[src/rtl/fifo_wr_arbiter.sv]
// Round-robin arbiter sharing one FIFO write port among N requesters.
// A grant lasts up to BURST beats, ends early when its owner drops req, and stalls while the FIFO is full.

module fifo_wr_arbiter_lane #(
  parameter int W = 8
) (
  input  logic         sel,
  input  logic         req,
  input  logic         wr_en,
  input  logic [W-1:0] data,
  output logic         hit,
  output logic         ack,
  output logic [W-1:0] data_sel
);
  assign hit      = sel & req;
  assign ack      = sel & wr_en;
  assign data_sel = sel ? data : '0;
endmodule

module fifo_wr_arbiter #(
  parameter int N     = 4,
  parameter int W     = 8,
  parameter int BURST = 4,
  localparam int OW   = (N > 1) ? $clog2(N) : 1
) (
  input  logic           wr_clk,
  input  logic           wr_rst_n,
  input  logic [N-1:0]   req,
  input  logic [N*W-1:0] req_data,
  input  logic           o_fifo_full,
  output logic [N-1:0]   ack,
  output logic           wr_en,
  output logic [W-1:0]   wr_data,
  output logic [OW-1:0]  owner,
  output logic           busy
);
  typedef enum logic {IDLE, GRANT} state_t;

  state_t              state, state_nxt;
  logic [OW-1:0]       owner_nxt, rr_ptr, rr_nxt, pick;
  logic [3:0]          beat_cnt, cnt_nxt;
  logic                found;
  logic [N-1:0]        sel, hit;
  logic [N-1:0][W-1:0] dsel;

  assign busy  = (state == GRANT);
  assign wr_en = busy & (|hit) & ~o_fifo_full;

  // sel is all-zero outside GRANT, so ack and wr_data are zero in IDLE and during reset
  for (genvar k = 0; k < N; k++) begin : g_lane
    assign sel[k] = busy && (owner == OW'(k));
    fifo_wr_arbiter_lane #(.W(W)) u_lane (
      .sel      (sel[k]),
      .req      (req[k]),
      .wr_en    (wr_en),
      .data     (req_data[k*W +: W]),
      .hit      (hit[k]),
      .ack      (ack[k]),
      .data_sel (dsel[k])
    );
  end

  always_comb begin
    wr_data = '0;
    for (int k = 0; k < N; k++) wr_data = wr_data | dsel[k];
  end

  // First requester at or after rr_ptr, wrapping N-1 -> 0
  always_comb begin
    int idx;
    idx   = 0;
    pick  = '0;
    found = 1'b0;
    for (int i = 0; i < N; i++) begin
      idx = int'(rr_ptr) + i;
      if (idx >= N) idx = idx - N;
      if (!found && req[idx]) begin
        found = 1'b1;
        pick  = OW'(idx);
      end
    end
  end

  always_comb begin
    state_nxt = state;
    owner_nxt = owner;
    rr_nxt    = rr_ptr;
    cnt_nxt   = beat_cnt;
    case (state)
      IDLE: begin
        if (found) begin
          state_nxt = GRANT;
          owner_nxt = pick;
          cnt_nxt   = '0;
        end
      end
      GRANT: begin
        if (!(|hit) || (wr_en && beat_cnt == 4'(BURST-1))) begin
          state_nxt = IDLE;
          cnt_nxt   = '0;
          rr_nxt    = (owner == OW'(N-1)) ? '0 : OW'(owner + 1'b1);
        end else if (wr_en) begin
          cnt_nxt = beat_cnt + 4'd1;
        end
      end
      default: state_nxt = IDLE;
    endcase
  end

  always_ff @(posedge wr_clk or negedge wr_rst_n) begin
    if (!wr_rst_n) begin
      state    <= IDLE;
      owner    <= '0;
      rr_ptr   <= '0;
      beat_cnt <= '0;
    end else begin
      state    <= state_nxt;
      owner    <= owner_nxt;
      rr_ptr   <= rr_nxt;
      beat_cnt <= cnt_nxt;
    end
  end
endmodule

[config.mk]
export PLATFORM = sky130hd
export DESIGN_NAME = fifo_wr_arbiter
export DESIGN_NICKNAME = d
export VERILOG_FILES = /design/src/rtl/fifo_wr_arbiter.sv
export SDC_FILE = /design/constraint.sdc
export NUM_CORES = 1
export LEC_CHECK = 0
export ABC_AREA = 1
export CORE_MARGIN = 10
export CORE_UTILIZATION = 40
export CTS_BUF_LIST = sky130_fd_sc_hd__clkbuf_4 sky130_fd_sc_hd__clkbuf_8 sky130_fd_sc_hd__clkbuf_16
export DETAILED_ROUTE_END_ITERATION = 12
export PLACE_DENSITY = 0.88
export SYNTH_ARGS = -nofsm -noshare
export SYNTH_HDL_FRONTEND = slang
export SYNTH_SLANG_ARGS = --single-unit
[constraint.sdc]
create_clock -name wr_clk -period 2.7 [get_ports wr_clk]
set_clock_uncertainty 0.05 [all_clocks]
set_input_delay 0.54 -clock wr_clk [delete_from_list [all_inputs] [get_ports wr_clk]]
set_output_delay 0.54 -clock wr_clk [all_outputs]
set_load 0.005 [all_outputs]
* After elaboration in Yosys (flattened, before gate mapping)
Cells that the tools add are included.
Word-level totals: bits in registers 9, logic and storage cells 96, input bits 39
Cells by class: bitwise operators 15, reductions and logical operators 18, add/sub/neg operators 9, equality and inequality tests 6, order comparisons 8, mux-type cells 36
Operator list (number):
- less-than comparator 32 x 4 -> 1 bit, second input constant | 4
- 2-to-1 mux 32 bit | 4
- 2-to-1 mux 8 bit | 4
- bitwise OR 8 bit | 3
- 2-to-1 mux 1 bit | 14
- 2-to-1 mux 4 bit | 3
- subtractor 3 x 3 -> 4 bit, second input constant | 3
- bitwise AND 1 bit | 10
- 2-to-1 mux 2 bit | 5
- >= comparator 3 bit, second input constant | 3
- binary-select mux 1 bit (select 2 bit) | 4
- logical AND 1 bit | 8
- one-hot mux 4 bit (2 select lines) | 1
- adder 2 x 2 -> 3 bit, second input constant | 2
- AND reduction 2 bit | 3
- adder 4 x 1 -> 4 bit, second input constant | 1
- == test 2 bit, second input constant | 2
- == test 4 x 2 -> 1 bit, second input constant | 1
- logical NOT 1 bit | 4
- OR reduction 4 bit | 1
- subtractor 2 x 3 -> 4 bit, second input constant | 1
- adder 2 x 1 -> 3 bit, second input constant | 1
- >= comparator 2 x 3 -> 1 bit, second input constant | 1
- != test 3 x 2 -> 1 bit, second input constant | 1
- 7 further kinds | 8

* Logic depth before layout (Yosys ltp)
Gate-level depths: netlist of the first run.
depth in word-level cells 17, depth in mapped cells 13, depth with buffers taken out 13

* Hierarchy
A second synthesis of the first run with hierarchy kept.
Second synthesis, totals: cell total of the unflattened synthesis 219, area, all modules 1256.2 um^2
Modules (own cells, without submodules):
- fifo_wr_arbiter | instances 1, area each 910.9 um^2, cells an instance 135
- fifo_wr_arbiter_lane | instances 4, area each 86.3 um^2, cells an instance 21

* Least setup slack after synthesis of the first run
No wires, ideal clock.
path kind reg-to-output, start point reg owner[0], end point out ack[0], cell stages (with the launch flop) 11, path slack 488 ps, arrival 1622 ps, data required time 2110 ps, cells stage by stage dfrtp_1 inv_1 ha_1 clkbuf_1 nand2_1 o21ai_1 nor2_1 nor2_1 inv_1 nor2_1 buf_4
On the way: longest elaborated chain between the ends 7, elaborated cells on any way between the ends 16
Ends and longest elaborated chain:
- from (decl) | RTL line 34 | output logic [OW-1:0] owner,
- from (signal assigned) | RTL line 118 | owner <= owner_nxt;
- == test 2 x 1 -> 1 bit, or another cell as far along | RTL line 51 | assign sel[k] = busy && (owner == OW'(k));
- logical AND 1 bit | RTL line 51
- bitwise AND 1 bit | RTL line 15 | assign hit = sel & req;
- OR reduction 4 bit (*) | RTL line 47 | assign wr_en = busy & (|hit) & ~o_fifo_full;
- bitwise AND 1 bit (*) (2 in a row) | RTL line 47
- named net wr_en | RTL line 32 | output logic wr_en,
- bitwise AND 1 bit (*) | RTL line 16 | assign ack = sel & wr_en;
- to (decl) | RTL line 31 | output logic [N-1:0] ack,
The timed path passes the listed nets; every way through them passes the cells marked *.

* Final worst setup path of the first run
start point in req[2], end point out wr_en
On the way: longest elaborated chain between the ends 4
Ends and longest elaborated chain:
- from (decl) | RTL line 28 | input logic [N-1:0] req,
- bitwise AND 1 bit | RTL line 15
- OR reduction 4 bit | RTL line 47
- bitwise AND 1 bit (2 in a row) | RTL line 47
- to (decl) | RTL line 32
No other way between the ends.

==> results_dict.tcl, run 1 <==
set metrics [dict create \
    post_dp_cell_area_um2 1678 \
    critPathKind "in2out" \
    syn_area_um2 1112 \
    final_antenna_net_count 0 \
    synth-edff-count 0 \
    period_share_pct 100.4 \
    synthesis.instances 186 \
    worst_slew_pin_slew_ns 0.4678 \
    hold_viol_final 0 \
    wirelength_um 3837 \
    antenna_found_initial 0 \
    synth.yosys.warnings 0 \
    nNetsFinal 289 \
    violations "negative setup slack" \
    synth_top_area_share_pct 24.30 \
    cts_buffers 3 \
    cts.path.max_buffers 2 \
    start_kind "primary input" \
    num_vias 1404 \
    avgRoutedWirePerCell_um 13.95 \
    p_per_area_nw_per_um2 961.8 \
    fp.dieH_um 72.74 \
    cts_root_buf "clkbuf_4" \
    cp_max_fo 3 \
    max_freq_mhz 368.9 \
    synth_top_area_cell "nand2_1" \
    gp_congestion 0.9248 \
    track_usage_pct 13.56 \
    synthDistinctLibCells 24 \
    htree_levels 1 \
    slew_viol_final 0 \
    tns_ns -0.01058 \
    gr-total-overflow 0 \
    drt-initial-drc-count 81 \
    status "complete, but fails checks" \
    cellLeakagePower_uw 0.0008543 \
    rsz0062_at_grt "true" \
    synth_nets 230 \
    dpl.hpwl_um 3028 \
    critPathRequiredTime_ns 2.11 \
    worst_slack_ns -0.01058 \
    diodes 0 \
    worstHoldPathType "reg2reg" \
    yosys_register_bits 9 \
    seq_area_frac_synth_pct 20.25 \
    pin_count 55 \
    finish.instance_area_um2 1733 \
    numPortBuffers 54 \
    fillCellCount 248 \
    syn_to_final_growth_pct 55.79 \
    grt_pass1_wl_um 6072 \
    clock_sinks 9 \
    setup_viol 1 \
    postSynth.asyncResetShare_pct 100.0 \
    cap_violations 0 \
    grt_max_degree 15 \
    clkLatencyLatePin_ns 0.26 \
    cp.arrival_ns 2.12 \
    end_kind "output port" \
    synthTopCellsByArea "nand2_1 (24%), dfrtp_1 (20%), nand3_1 (13%)" \
    route.detailed.drc 0 \
    dieWidth_um 72.74 \
    drive_above_1_share_pct 16.39 \
    cts_tree "done" \
    relSlewSlack_pct 68.81 \
    fin_crit_ns 2.711 \
    grt_pass1_vias 1367 \
    drt_pass1_iterations 4 \
    via_per_inst 5.105 \
    coreArea_um2 2710 \
    avgSynthCellArea_um2 5.980 \
    start_util_pct 41.04 \
    clk_pin_slew_worst_paths_ns 0.07 \
    die_area_um2 5290 \
    row_count 19 \
    vdd_drop_max_uv 636.6 \
    synth_flop_cell "dfrtp_1" \
]
## power breakdown
part | internal [µW] | switching, µW | total (µW) | leakage (µW)
combinational | 581 | 698 | 1280 | 0.000722
clock | 54.7 | 50.8 | 106 | 0.0000177
sequential | 184 | 97.5 | 282 | 0.000114
total | 821 | 846 | 1670 | 0.000854
## placed cells by master, fill, tap and decap left out, types with 5 or more instances in the layout
cell             count
buf_4                9
clkdlybuf4s50_1     50
dfrtp_1              8
ha_1                 5
inv_1               10
inv_2                8
nand2_1             72
nand2_2              8
nand3_1             28
nand4_1              9
nor2_1               9
## final cells by class
cell class              count  area [µm²]  share of cell area, %
multi-input cells         150       769.5                  44.40
flip-flops and latches      9       226.5                  13.07
well taps                  31       38.79                  2.238
inverters                  18       67.56                  3.899
clock buffers               3       22.52                  1.300
repair buffers             63       603.1                  34.80
clock inverters             1       5.005                 0.2888
## Yosys cell counts, types with 2 or more instances
library cell / count
nor2_1: 10
clkbuf_1: 2
nand3_1: 28
inv_2: 5
nand2_1: 72
nand4_1: 9
inv_1: 13
nand3_2: 4
buf_2: 2
buf_4: 4
nand2_2: 8
o21ai_0: 4
nand2_4: 2
dfrtp_1: 9
ha_1: 5
## per-layer routing
layer | track usage (%) | up-vias | part of all wire [%]
li1 | - | 713 | -
met5 | 0 | - | 0
met1 | 15.67 | 646 | 41
met4 | 3.586 | 0 | 1.2
met3 | 2.449 | 4 | 4.6
met2 | 24.66 | 41 | 53
## worst max-delay path: stages
cell             delay [ns]
clkdlybuf4s50_1        0.48
inv_1                  0.08
o22ai_2                0.18
nor2_1                 0.09
nor2_2                 0.12
buf_4                  0.14
clkdlybuf4s50_1        0.50
## worst paths after layout
kind	slack, ns	cells past startpoint	from	end
setup reg to reg	0.79	11	owner[0]$_DFFE_PN0P_	rr_ptr[0]$_DFFE_PN0P_
setup / recovery	-0.01	7	req[2]	wr_en
hold reg to reg	0.49	2	beat_cnt[1]$_DFFE_PN0P_	beat_cnt[1]$_DFFE_PN0P_
hold / removal	0.49	2	beat_cnt[1]$_DFFE_PN0P_	beat_cnt[1]$_DFFE_PN0P_
max in group asynchronous	1.79	1	wr_rst_n	owner[1]$_DFFE_PN0P_
min in group asynchronous	0.51	1	wr_rst_n	beat_cnt[0]$_DFFE_PN0P_
## sequential cells by signal, indices dropped and copies added (netlist names)
name      count
owner         2
busy          1
beat_cnt      4
rr_ptr        2
## cell families (layout without fill, tap and decap cells)
family	count (synthesis)	count (layout)	share of synthesized area, %
and+or+nand+nor	134	134	56.47
buffers and inverters	27	85	11.36
xor gates and xnor gates	2	2	1.575
adders and majority gates	5	5	5.624
AOI/OAI and AO/OA	9	9	4.724
DFF	9	9	20.25
## stage by stage
stage / instances / utilization [%] / setup WS [ns] / hold WS (ns) / total power (µW)
after CTS: 274 / 63.30 / 0.001203 / 0.4898 / 1650
after floorplan: 186 / - / 0.4879 / 0.1944 / 1040
after global routing: 275 / 63.94 / -0.1329 / 0.5255 / 1846
after global placement: 268 / 61.91 / -0.03671 / 0.4677 / 1500
after detailed placement: 268 / 61.91 / -0.05977 / 0.4759 / 1519
final: 275 / 63.94 / -0.01058 / 0.4944 / 1667
## repair_timing
item / 4_1_cts / 5_1_grt
hold buffers: 0 / 0
setup endpoints to repair: 4 / 8
pin swaps: 0 / 0
resized for setup: 5 / 5
setup buffers: 2 / 1
No activity file was read; power rests on OpenSTA's default activity.
==> inputs of run 2 (changes only) <==
--- a/config.mk
+++ b/config.mk
@@ -5,12 +5,12 @@
 export SDC_FILE = /design/constraint.sdc
 export NUM_CORES = 1
 export LEC_CHECK = 0
-export ABC_AREA = 1
+export ABC_AREA = 0
 export CORE_MARGIN = 10
-export CORE_UTILIZATION = 40
+export CORE_UTILIZATION = 35
 export CTS_BUF_LIST = sky130_fd_sc_hd__clkbuf_4 sky130_fd_sc_hd__clkbuf_8 sky130_fd_sc_hd__clkbuf_16
 export DETAILED_ROUTE_END_ITERATION = 12
-export PLACE_DENSITY = 0.88
+export PLACE_DENSITY = 0.85
 export SYNTH_ARGS = -nofsm -noshare
 export SYNTH_HDL_FRONTEND = slang
 export SYNTH_SLANG_ARGS = --single-unit
==> run 2 against run 1 <==
  * The run now ends clean
  * Combinational power fell by 27%
  * Critical path depth fell by 2
  * Clock power barely moved
  * Sequential cell count did not move
  * Via count fell by 28%
  * Utilization rose by 0.31 points
  * Cell count fell by 31%
  * Global-route usage fell by 0.35 points
  * Maximum frequency rose by 4.9%
  * Sequential power fell by 5%
==> results_dict.tcl, run 2 <==
set metrics [dict create \
    status "complete, no violations" \
    min_from "beat_cnt[2]$_DFFE_PN0P_" \
    regMostFlops "beat_cnt" \
    clock_sinks 9 \
    synth_top_area_cell "dfrtp_1" \
    layout_commonest_cell "clkdlybuf4s50_1" \
    cts_hold_buf 0 \
    diodes 0 \
    fillCellCount 201 \
    finish.instance_area_um2 1563 \
    numPortBuffers 54 \
    grt_pass1_vias 1012 \
    syn_to_final_growth_pct 79.20 \
    clk_pin_slew_worst_paths_ns 0.05 \
    track_usage_pct 13.21 \
    dieWidth_um 69.92 \
    worst_slew_pin_slew_ns 0.3866 \
    vdd_drop_max_uv 490.7 \
    holdPathStages 1 \
    reg_top3 "beat_cnt (4), owner (2), rr_ptr (2)" \
    hold_end "beat_cnt[2]$_DFFE_PN0P_" \
    critPathRequiredTime_ns 2.11 \
    synth_top_area_share_pct 25.82 \
    dpl.hpwl_um 2702 \
    cp_max_fo 6 \
    die_area_um2 4888 \
    fp.dieH_um 69.92 \
    post-place-cells 184 \
    clkLatencyLatePin_ns 0.25 \
    wirelength_um 3275 \
    synthMostInstantiatedCell "a22oi_1" \
    synthesis.instances 99 \
    synth.yosys.warnings 0 \
    drt-initial-drc-count 85 \
    reg2reg_to "rr_ptr[1]$_DFFE_PN0P_" \
    yosys_register_bits 9 \
    row_count 18 \
    synth-edff-count 0 \
    drt_pass1_iterations 4 \
    cap_violations 0 \
    synth_flop_cell "dfrtp_1" \
    max_freq_mhz 387.0 \
    via_per_inst 5.370 \
    pin_count 55 \
    gp_congestion 0.8670 \
    synthDistinctLibCells 31 \
    worstHoldPathType "reg2reg" \
    end_kind "output port" \
    p_per_area_nw_per_um2 834.2 \
    avgSynthCellArea_um2 8.809 \
    r2r_slack_ns 0.93 \
    num_vias 1015 \
    nNetsFinal 204 \
    start_util_pct 35.85 \
    cts_buffers 3 \
    syn_area_um2 872.1 \
    fin_crit_ns 2.584 \
    layout_common_cells "clkdlybuf4s50_1 (50), a22oi_1 (16), buf_4 (11), a21boi_0 (7), dfrtp_1 (7)" \
    postSynth.asyncResetShare_pct 100.0 \
    setup_viol 0 \
    cp.arrival_ns 1.99 \
    antenna_found_initial 0 \
    avgRoutedWirePerCell_um 17.33 \
    hold_viol_final 0 \
    cts_root_buf "clkbuf_4" \
    cts.path.max_buffers 2 \
    finalNonFillerCells 189 \
    grt_pass1_wl_um 5361 \
    critPathKind "in2out" \
    cts_tree "done" \
    r2r-start "owner[0]$_DFFE_PN0P_" \
    synth.cells.most_frequent "a22oi_1 (16), a21boi_0 (9), dfrtp_1 (9)" \
    slew_viol_final 0 \
    synth_nets 143 \
    synthTopCellsByArea "dfrtp_1 (26%), a22oi_1 (14%), a21boi_0 (7.7%)" \
    largest_register_ffs 4 \
    coreArea_um2 2432 \
    period_share_pct 95.69 \
    final_antenna_net_count 0 \
    cellLeakagePower_uw 0.0006496 \
    reg2reg_depth 6 \
    htree_levels 1 \
    post_dp_cell_area_um2 1473 \
    gr-total-overflow 0 \
    relSlewSlack_pct 74.14 \
    route.detailed.drc 0 \
    drive_above_1_share_pct 20.75 \
    grt_max_degree 13 \
    seq_area_frac_synth_pct 25.82 \
    start_kind "primary input" \
]
## run 2: changes by cell type in the layout (fill, tap and decap cells not counted), moves of 7 or more
cell | before | now
nand2_2 | 8 | 1
nor2_1 | 9 | 2
nand3_1 | 28 | 3
a22oi_1 | 0 | 16
nand4_1 | 9 | 0
nand2_1 | 72 | 5
## run 2: through the flow
stage / setup slack (ns) / setup TNS, ns / hold WS, ns / total power [µW] / utilization [%]
3_3_place_gp: 0.09616 / 0 / 0.4440 / 1114 / 60.55
6_report: 0.1163 / 0 / 0.4711 / 1304 / 64.25
2_1_floorplan: 0.6643 / 0 / 0.1944 / 704.3 / -
4_1_cts: 0.004966 / 0 / 0.4723 / 1258 / 61.99
5_1_grt: -0.001810 / -0.001959 / 0.5284 / 1419 / 64.25
3_5_place_dp: 0.02957 / 0 / 0.4650 / 1137 / 60.55
## run 2: layout make-up
class | instances | area, µm² | share of cell area, %
timing repair buffer | 65 | 633.1 | 40.51
multi-input combinational | 75 | 611.8 | 39.15
sequential | 9 | 227.7 | 14.57
tap | 30 | 37.54 | 2.402
clock buffer | 4 | 30.03 | 1.922
inverter | 6 | 22.52 | 1.441
## run 2: kinds of logic after synthesis
family | after synthesis | share of synthesized area, %
buffers and inverters | 15 | 8.608
AOI/OAI and AO/OA | 40 | 34.86
muxes | 3 | 4.591
DFF | 9 | 25.83
and+or+nand+nor | 27 | 18.94
adders and majority gates | 5 | 7.174
## run 2: layer usage
metal	GRT usage [%]	vias to the layer above	share of wire, %
met1	16.84	468	46
met2	20.24	58	42
met5	0	-	0
li1	-	484	-
met4	4.605	0	1.3
met3	4.237	5	11
## run 2: report_power, final
part           switching, µW  internal [µW]
Combinational            373            556
Sequential              82.1            185
Clock                   41.0           66.6
## run 2: worst max path at each step
stage / from / to / depth (start not counted)
finish: req[1] / ack[0] / 5
global route: owner[0]$_DFFE_PN0P_ / ack[0] / 6
CTS: owner[0]$_DFFE_PN0P_ / ack[3] / 6
detailed placement: req[2] / ack[3] / 5
global placement: req[2] / ack[3] / 5
floorplan: owner[0]$_DFFE_PN0P_ / ack[0] / 7
## run 2: worst max-delay path: stages
cell and delay (ns):
clkdlybuf4s50_1 0.50, a22oi_2 0.08, a21oi_2 0.22, and2_1 0.16, clkdlybuf4s50_1 0.50
## run 2: timing repair
action                                  in CTS  in global routing
gates resized for setup                      2                 15
buffers inserted                             0                  1
pin swaps                                    0                  2
endpoints found under the setup margin       5                 11
